**src/rtl/centroid_marker.sv**
```systemverilog
// centroid_marker
// Tracks the centroid of the binary mask produced by the LUT stage and
// overlays a crosshair at the last valid centroid on the passed-through video.
// Moments m00/m10/m01 are accumulated per frame. At frame end they are
// snapshotted, and a shared restoring divider computes x = m10/m00, then
// y = m01/m00.
//
// Ports
//   clk, rst                 pixel clock, async active-high reset
//   de_in/h_sync_in/v_sync_in/pixel_in    video from the LUT stage
//   de_out/h_sync_out/v_sync_out/pixel_out    same video one clock later,
//                                             with the crosshair applied
//   centroid_x/centroid_y    last committed centroid
//   centroid_valid           centroid_x/y hold a valid (non-empty) result
//
// FSM states
//   state  | meaning
//   IDLE   | wait for a frame end
//   CHECK  | empty-frame test, load divider with m10
//   DIV_X  | m10/m00, one quotient bit per cycle
//   DIV_Y  | m01/m00, one quotient bit per cycle
//   UPDATE | commit centroid (or invalidate on an empty frame)
module centroid_marker #(
    parameter int          IMG_W      = 64,
    parameter int          IMG_H      = 64,
    parameter int          XY_W       = 11,
    parameter int          ACC_W      = 34,
    parameter logic [23:0] MARK_COLOR = 24'hFF0000
) (
    input  logic            clk,
    input  logic            rst,
    input  logic            de_in,
    input  logic            h_sync_in,
    input  logic            v_sync_in,
    input  logic [23:0]     pixel_in,
    output logic            de_out,
    output logic            h_sync_out,
    output logic            v_sync_out,
    output logic [23:0]     pixel_out,
    output logic [XY_W-1:0] centroid_x,
    output logic [XY_W-1:0] centroid_y,
    output logic            centroid_valid
);

    typedef enum logic [2:0] {IDLE, CHECK, DIV_X, DIV_Y, UPDATE} state_t;

    localparam int               CNT_W    = $clog2(ACC_W);
    localparam logic [CNT_W-1:0] CNT_LOAD = CNT_W'(ACC_W - 1);

    state_t           state, state_nxt;
    logic             de_q, hs_q, vs_q, vs_q2;
    logic [23:0]      pix_q;
    logic [XY_W-1:0]  x, y;
    logic [ACC_W-1:0] m00, m10, m01;
    logic [ACC_W-1:0] sh_m00, sh_m10, sh_m01;
    logic             armed, zero_flag;
    logic [ACC_W-1:0] quo, rem;
    logic [CNT_W-1:0] cnt;
    logic [XY_W-1:0]  qx;
    logic [XY_W-1:0]  cx, cy;
    logic             cvalid;

    logic             frame_end, start, de_fall, in_area, hit, overlay;
    logic [ACC_W:0]   trial;
    logic             ge;
    logic [ACC_W-1:0] diff, rem_nxt, quo_nxt;

    // Frame end is taken from the registered v_sync so every reaction to it
    // lines up with the 1-clock output pipeline.
    assign frame_end = vs_q & ~vs_q2;
    assign start     = frame_end & armed;
    assign de_fall   = de_q & ~de_in;
    // Pixels outside the nominal active area (malformed timing) are not
    // accumulated, so a long line cannot skew the moments.
    assign in_area   = (x < XY_W'(IMG_W)) && (y < XY_W'(IMG_H));
    assign hit       = de_in && (pixel_in != 24'd0) && in_area;
    assign overlay   = de_in && cvalid && ((x == cx) || (y == cy));

    // Restoring divide step: shift the next dividend bit into the remainder.
    // When ge is set the true difference is below the divisor, so the
    // ACC_W-bit subtraction cannot wrap.
    assign trial   = {rem, quo[ACC_W-1]};
    assign ge      = trial >= {1'b0, sh_m00};
    assign diff    = trial[ACC_W-1:0] - sh_m00;
    assign rem_nxt = ge ? diff : trial[ACC_W-1:0];
    assign quo_nxt = {quo[ACC_W-2:0], ge};

    assign de_out         = de_q;
    assign h_sync_out     = hs_q;
    assign v_sync_out     = vs_q;
    assign pixel_out      = pix_q;
    assign centroid_x     = cx;
    assign centroid_y     = cy;
    assign centroid_valid = cvalid;

    always_ff @(posedge clk or posedge rst) begin
        if (rst) begin
            de_q  <= 1'b0;
            hs_q  <= 1'b0;
            vs_q  <= 1'b0;
            vs_q2 <= 1'b0;
            pix_q <= 24'd0;
        end else begin
            de_q  <= de_in;
            hs_q  <= h_sync_in;
            vs_q  <= v_sync_in;
            vs_q2 <= vs_q;
            pix_q <= overlay ? MARK_COLOR : pixel_in;
        end
    end

    always_ff @(posedge clk or posedge rst) begin
        if (rst) begin
            x      <= '0;
            y      <= '0;
            m00    <= '0;
            m10    <= '0;
            m01    <= '0;
            sh_m00 <= '0;
            sh_m10 <= '0;
            sh_m01 <= '0;
            armed  <= 1'b0;
        end else if (frame_end) begin
            x     <= '0;
            y     <= '0;
            m00   <= '0;
            m10   <= '0;
            m01   <= '0;
            armed <= 1'b1;
            if (armed) begin
                sh_m00 <= m00;
                sh_m10 <= m10;
                sh_m01 <= m01;
            end
        end else begin
            if (de_in) begin
                x <= x + 1'b1;
            end else if (de_fall) begin
                x <= '0;
                y <= y + 1'b1;
            end
            if (hit) begin
                m00 <= m00 + 1'b1;
                m10 <= m10 + ACC_W'(x);
                m01 <= m01 + ACC_W'(y);
            end
        end
    end

    always_ff @(posedge clk or posedge rst) begin
        if (rst) state <= IDLE;
        else     state <= state_nxt;
    end

    always_comb begin
        state_nxt = state;
        case (state)
            IDLE:    state_nxt = IDLE;
            CHECK:   state_nxt = (sh_m00 == '0) ? UPDATE : DIV_X;
            DIV_X:   if (cnt == '0) state_nxt = DIV_Y;
            DIV_Y:   if (cnt == '0) state_nxt = UPDATE;
            UPDATE:  state_nxt = IDLE;
            default: state_nxt = IDLE;
        endcase
        // A new frame end restarts the computation from any state.
        if (start) state_nxt = CHECK;
    end

    always_ff @(posedge clk or posedge rst) begin
        if (rst) begin
            quo       <= '0;
            rem       <= '0;
            cnt       <= '0;
            qx        <= '0;
            zero_flag <= 1'b0;
            cx        <= '0;
            cy        <= '0;
            cvalid    <= 1'b0;
        end else if (!start) begin
            case (state)
                CHECK: begin
                    zero_flag <= (sh_m00 == '0);
                    quo       <= sh_m10;
                    rem       <= '0;
                    cnt       <= CNT_LOAD;
                end
                DIV_X: begin
                    if (cnt == '0) begin
                        qx  <= quo_nxt[XY_W-1:0];
                        quo <= sh_m01;
                        rem <= '0;
                        cnt <= CNT_LOAD;
                    end else begin
                        quo <= quo_nxt;
                        rem <= rem_nxt;
                        cnt <= cnt - 1'b1;
                    end
                end
                DIV_Y: begin
                    quo <= quo_nxt;
                    rem <= rem_nxt;
                    if (cnt != '0) cnt <= cnt - 1'b1;
                end
                UPDATE: begin
                    if (zero_flag) begin
                        cvalid <= 1'b0;
                    end else begin
                        cx     <= qx;
                        cy     <= quo[XY_W-1:0];
                        cvalid <= 1'b1;
                    end
                end
                default: ;
            endcase
        end
    end

endmodule

```
**config.mk**
```make
export PLATFORM = sky130hd
export DESIGN_NAME = centroid_marker
export DESIGN_NICKNAME = d
export VERILOG_FILES = /design/src/rtl/centroid_marker.sv
export SDC_FILE = /design/constraint.sdc
export NUM_CORES = 1
export LEC_CHECK = 0
export CORE_ASPECT_RATIO = 0.9
export CORE_MARGIN = 5
export CORE_UTILIZATION = 65
export DETAILED_ROUTE_END_ITERATION = 8
export PLACE_DENSITY = 0.91
export SLEW_MARGIN = 20
export SYNTH_ARGS = -nofsm -noshare
export SYNTH_HDL_FRONTEND = slang
export SYNTH_SLANG_ARGS = --single-unit
```
**constraint.sdc**
```tcl
create_clock -name clk -period 31 [get_ports clk]
set_input_delay 6.2 -clock clk [delete_from_list [all_inputs] [get_ports clk]]
set_output_delay 6.2 -clock clk [all_outputs]
set_load 0.05 [all_outputs]
```
# After elaboration in Yosys (flattened, before gate mapping)
# Cells that the tools add are included.
# totals
out_inout_bits	50
regBits	367
inputBits	29
# classes
n_reduce_logical	23
n_lt_le_gt_ge	3
eq_ne	10
bitwise	7
addsub	7
n_mux	27
# op_table
operator	n
2-to-1 mux 34 bit	9
one-hot mux 34 bit (3 select lines)	2
adder 34 x 11 -> 34 bit	2
2-to-1 mux 11 bit	6
>= comparator 35 x 34 -> 1 bit	1
adder 34 x 1 -> 34 bit, second input constant	1
logical NOT 34 bit	1
subtractor 34 bit	1
2-to-1 mux 24 bit	1
nonzero test 24 bit	1
adder 11 x 1 -> 11 bit, second input constant	2
equality test 11 bit	2
< comparator 11 x 7 -> 1 bit, second input constant	2
one-hot mux 6 bit (3 select lines)	1
2-to-1 mux 3 bit	4
2-to-1 mux 6 bit	2
AND reduction 2 bit	6
one-hot mux 3 bit (3 select lines)	1
AND reduction 3 bit	3
equality test 3 x 2 -> 1 bit, second input constant	2
logical NOT 6 bit	1
inequality test 3 bit, second input constant	2
nonzero test 3 bit	2
nonzero test 6 bit	1
other kinds (11)	21

# Longest topological paths before layout
# depth
depth_word	5
ltp_mapped	15

# Least setup slack after synthesis
# No wires, ideal clock.
# synth_path
path_kind	input -> register
startpoint	input port de_in
endpoint	register m10[31]
t_arrival_ps	7788
t_required_ps	30922
path_slack_ps	23134
cell_stages	9
path_cell_list	nor4b_1 -> nand3_1 -> or2_1 -> buf_6 -> nand2_2 -> nand2_1 -> or3_1 -> or3_1 -> a21oi_1
# synth_between
elab_chain_cells	3
# synth_rtl
item	line_no	text
from (decl)	32	input logic de_in,
logical AND 1 bit (2 in series)	76	assign hit = de_in && (pixel_in != 24'd0) && in_area;
nonzero test 2 bit (no source line)	-	
to (signal assigned)	144	m10 <= m10 + ACC_W'(x);
to (decl)	54	logic [ACC_W-1:0] m00, m10, m01;
# No other way between the ends.
# A chain may end at the register's enable or synchronous reset.

# Final worst setup path
# layout_path
startpoint	input port de_in
endpoint	register m00[19]
# layout_between
elab_chain_cells	3
# layout_rtl
item	line_no	text
logical AND 1 bit (2 in series)	76	
nonzero test 2 bit (no source line)	-	
to (signal assigned)	143	m00 <= m00 + 1'b1;
to (decl)	54	
# No other way between the ends.

==> impl_results.md <==
- Status: finished, final reports clean
- Required @ worst endpoint: 31.44 ns
- Seq/Total Area, Yosys: 49.1%
- Antenna violations before repair: 0
- Mapped Area: 0.0187 sq mm
- Die Span X: 189 microns
- Syn. warnings: 0
- Leading cell types in the layout, fill and taps excluded: nand2_1 (421), dfrtp_1 (367), nor2_1 (223)
- Buffer count from post-CTS setup fixing: 0
- Unrepaired setup endpoints after global routing: false
- Setup-failing EPs final: 0
- Slew @ Worst Pin: 1.08 ns
- Synth async-reset ratio: between 90% and 100%
- Total gr overflow: 0
- Fraction of layout cells with a size suffix above 1: under 10%
- Fin cells: 2507
- Root Buffer: clkbuf_16
- Crit path max fanout: 37
- Total GRT Usage: 30.5%
- NumNets Final: roughly 2200
- Min cycle time layout: 8.94 ns
- IO buf count: 78
- Vias in the first global route: roughly 16000
- Layout area overhead: 12.6%
- Most common cell after layout, fill and taps aside: nand2_1
- Placed insts: 2435
- First-pass GRT wire length: ~81000 microns
- Chip height: between 150 and 200 microns
- Post-synthesis average cell area: between 9 and 10 sq um
- Core Rows: 59
- Number of diodes: 0
- Synth cell types: 75
- PwrDens: between 80 and 90 mW/mm^2
- Period utilisation layout: 28.9%
- Post_cts resized: 0
- Vias/cell: 6.33
- Total chip power: ~1800 uW
- Cells after Synth: 2073
- CTS sink cnt: 367
- DRT antenna net count: 0
- Clock skew: 0.0266 ns
- Initial core utilization: about two thirds
- RePlAce Congestion: 0.911
- Max Fclk: ~110 MHz
- Crit end category: flop
- VDD IR-drop max: about 0.000057 V
- DR WL/cell: 19.6 microns
- Clock transition at the registers of the reported paths: about 0.060 ns
- Hold_buf cts: 0
- Total CTS buffers: 39
- WP data arrival: 9.39 ns
- Leak: roughly 0.01 uW
- CTS Buffer Depth: 3
- Worst hold path class: reg2reg
- Syn nets: approximately 2200
- Final hold viol count: 0
- Final HPWL DP: between 30000 and 40000 microns
- Core footprint: 0.0286 sq mm
- DR iter-0 viols: roughly 1800
- Most used DFF post-synth: dfrtp_1
- Max H-tree Level: 2
- Die area: 0.0323 sq mm
- Largest net degree at the start of global routing: about 200
- Max Cap Violations: 0
- Vias: 15872
- Number of synthesized flops with an enable pin: 0
- Wirelength, routed: 49100 microns
- Setup TNS: 0 ns
- Skew-Pair Late Insertion Delay: 0.54 ns
- #FFs+latches synth: 367
- CTS tree: built
- DRC Markers: 0
- Io pins: 79
- Relative slew slack: 27.6%
- Final Slew Violations: 0
- Drt first pass iters: 6
- Critical path class: in2reg
- Critical Path Source Type: input port
==> stage by stage <==
step / util (%) / hold WS [ns] / instance area (sq um) / worst slack [ns]
final: 73.6 / 0.475 / 21100 / 22.06
after global routing: 73.6 / 0.484 / 21100 / 21.90
after CTS: 73.4 / 0.472 / 21000 / 22.21
after detailed placement: 68.7 / 0.443 / 19700 / 21.80
after global placement: 68.7 / 0.423 / 19700 / 21.83
after floorplan: - / 0.444 / 18700 / 14.61
==> path summary, 6_finish.rpt <==
kind | to | slack [ns] | cells past startpoint | start
worst max-delay path | m00[19] | 22.06 | 9 | de_in
worst max register to register | cnt[4] | 26.97 | 12 | v_sync_out
worst min-delay path | sh_m01[30] | 0.48 | 2 | sh_m01[30]
worst min register to register | sh_m01[30] | 0.48 | 2 | sh_m01[30]
min in group asynchronous | cnt[0] | 6.19 | 2 | rst
max in group asynchronous | sh_m01[4] | 22.34 | 5 | rst
==> cell usage after synthesis, types with 24 or more instances <==
cell type	count	area share [%]
or3_1	29	0.97
ha_1	60	4.0
mux2_2	33	2.0
clkbuf_1	75	1.5
dfrtp_1	367	49
nor2_1	225	4.5
o21ai_0	152	4.1
xnor2_1	63	2.9
xor2_1	76	3.6
nor3_1	30	0.80
nor4_1	26	0.87
nand3_1	43	1.1
and3_1	24	0.80
inv_1	62	1.2
nand2_1	422	8.5
a21oi_1	102	2.7
o22ai_1	33	1.1
==> report_power, final <==
| group | switching, uW | internal [uW] | total (uW) |
|---|---|---|---|
| Clock | 198 | 292 | 489 |
| Sequential | 61.3 | 543 | 604 |
| Combinational | 433 | 266 | 699 |
==> state kept, by name (all words and copies together) (netlist names), 3 cells and up <==
name	cells
m00	34
m01	34
m10	34
quo	34
rem	34
sh_m00	34
sh_m01	34
sh_m10	34
pixel_out	24
centroid_x	11
centroid_y	11
qx	11
x	11
y	11
cnt	6
state	3
==> routing by layer <==
layer | vias to the layer above | routed length, microns | track usage, %
li1 | 7090 | - | -
met1 | 7674 | 19300 | 39.9
met2 | 909 | 23400 | 50.5
met3 | 199 | 4560 | 5.96
met4 | 0 | 1860 | 13.1
met5 | - | 0 | 0
==> area by class of cell <==
class	count	area [sq um]
repair buffers	96	948
well taps	366	458
inverters	62	240
fillers	1846	7570
clock buffers	53	1130
flip-flops and latches	367	9180
clock inverters	18	228
multi-input cells	1545	8890
==> logic make-up after synthesis <==
group,Yosys count,synth area share [%]
AO/OA/AOI/OAI,402,12.4
XOR/XNOR,139,6.50
flip-flops,367,49.1
buffers and inverters,161,3.74
AND/OR/NAND/NOR,893,21.1
multiplexers,48,2.81
adder cells (fa/ha/maj),63,4.33
==> critical path, cell delays in order <==
cell and delay [ns]:
clkdlybuf4s50_1 0.61, nor4b_1 0.38, nand3_1 0.19, nor2_2 0.12, buf_4 0.39, and4_1 0.53
nand2_1 0.28, or3_1 0.41, a21oi_1 0.22
No activity file was read; power rests on OpenSTA's default activity.
==> RTL change (same settings) <==
Change the parameter `ACC_W` from 34 to 17.
--- a/src/rtl/centroid_marker.sv
+++ b/src/rtl/centroid_marker.sv
@@ -24,7 +24,7 @@
     parameter int          IMG_W      = 64,
     parameter int          IMG_H      = 64,
     parameter int          XY_W       = 11,
-    parameter int          ACC_W      = 34,
+    parameter int          ACC_W      = 17,
     parameter logic [23:0] MARK_COLOR = 24'hFF0000
 ) (
     input  logic            clk,
Function: same outputs for any inputs over 4 cycles, from zero or initial values and one cycle with rst high; that may be too few to reach the edited logic, so the function may still have changed.
==> RTL change against the original RTL <==
  * Cell area decreased by 35%
  * Total power is 36% lower
  * Combinational power shrank 38%
  * Wire length shrank 39%
  * Synthesized area fell by 36%
  * Sequential cell count down 137
  * Setup slack improved by 0.050 ns
  * Critical path depth fell by 1
  * Critical path type unchanged
  * Largest power group unchanged
==> RTL change: results (changes against the original RTL) <==
[critical_path]
path_delay_family=buffers and inverters
crit_fanout=21  ; -43%
critPathMaxStageDelay_ns=0.73  ; +0.12 ns
arrival_ns=9.24  ; -0.15 ns

[yosys]
synth_area_leaders=dfrtp_1 (48%), mux2_2 (6.2%), ha_1 (4.5%)
ys_seq_elements=230  ; -37%
synth_mux_area_frac=0.0650  ; +0.0369
netlist_instances=1168  ; -44%
synth_compound_area_frac=0.150  ; +0.0259
ys_seq_area_frac=0.484  ; -0.00686
yosys.area_share.adder=0.0503  ; +0.00696
synthDistinctLibCells=70  ; -6.7%
ys_top_cells_by_count=dfrtp_1 (230), nand2_1 (122), nor2_1 (82), a21oi_1 (73), mux2_2 (66)
synth_xor_area_frac=0.0537  ; -0.0113

[placement]
hpwl_mm=19.6  ; -35%
place_area_sq_um=12900  ; -35%
portBuffers=78  ; unchanged
place_ws_ns=21.77  ; -0.0213 ns

[finish]
multi_input_area_share=0.424  ; +0.00262
nonClkBufAreaFrac=0.0632  ; +0.0182
nNetsFinal=1305  ; -41%
layout-drive-gt1-share=0.126  ; +0.0529
fillers=1121  ; -39%
multi_input_area_sq_um=5800  ; -35%
multi_input_gates=851  ; -45%
inverters_excl_clock=34  ; -45%
nClkBuffers=34  ; -36%

[global_routing]
grt_pass1_vias=9698  ; -40%
grt_pass1_wl_mm=49.0  ; -40%
met2_usage=0.455  ; -0.0506
grt_max_degree=157  ; -19%
use_met1=0.376  ; -0.0229
grt.met3_usage=0.0503  ; -0.00926

[timing]
skew_ns=0.0124  ; -0.0143 ns
slew-limit-headroom=0.262  ; -0.0138

[drt]
wl_met2_mm=14.5  ; -38%
routedWlPerCell_microns=20.0  ; +2.0%
dr.pass1.iters=7  ; +1
wl_met3_mm=2.12  ; -54%
dr_total_vias=9565  ; -40%
wl_mm=29.8  ; -39%
drtIter0Drc=986  ; -44%

[power]
worst_ir_drop_vdd_mv=0.0749  ; +32%
powerDensity_nw_per_um2=83.4  ; -1.9%
power.switching_w=0.000448  ; -35%
p_seq_frac=0.364  ; +0.027
power_leakage_nw=6.09  ; -39%

[status]
status=completed

[floorplanning]
nWellTaps=245  ; -33%

[clock_tree]
clk_latency_ns=0.51  ; -0.03 ns
numCtsBuffers=24  ; -38%

RTL change: cell count changes in the layout (fill, tap and decap cells not counted), sizes merged, moves of 28 or more:
| cell | change |
|---|---|
| nand2 | -301 |
| inv | -31 |
| a21oi | -28 |
| xnor2 | -33 |
| o22ai | -32 |
| nor2 | -143 |
| xor2 | -33 |
| dfrtp | -137 |
| mux2 | +32 |
| o21ai | -114 |
RTL change: worst paths after layout:
| check | startpoint | endpoint | slack [ns] | depth (start not counted) |
|---|---|---|---|---|
| max | de_in | m01[15] | 22.11 | 8 |
| min | v_sync_out | vs_q2 | 0.43 | 0 |
| max reg2reg | quo[16] | rem[6] | 27.70 | 10 |
| min reg2reg | v_sync_out | vs_q2 | 0.43 | 0 |
| max in group asynchronous | rst | centroid_x[0] | 23.33 | 3 |
| min in group asynchronous | rst | sh_m00[13] | 6.22 | 2 |
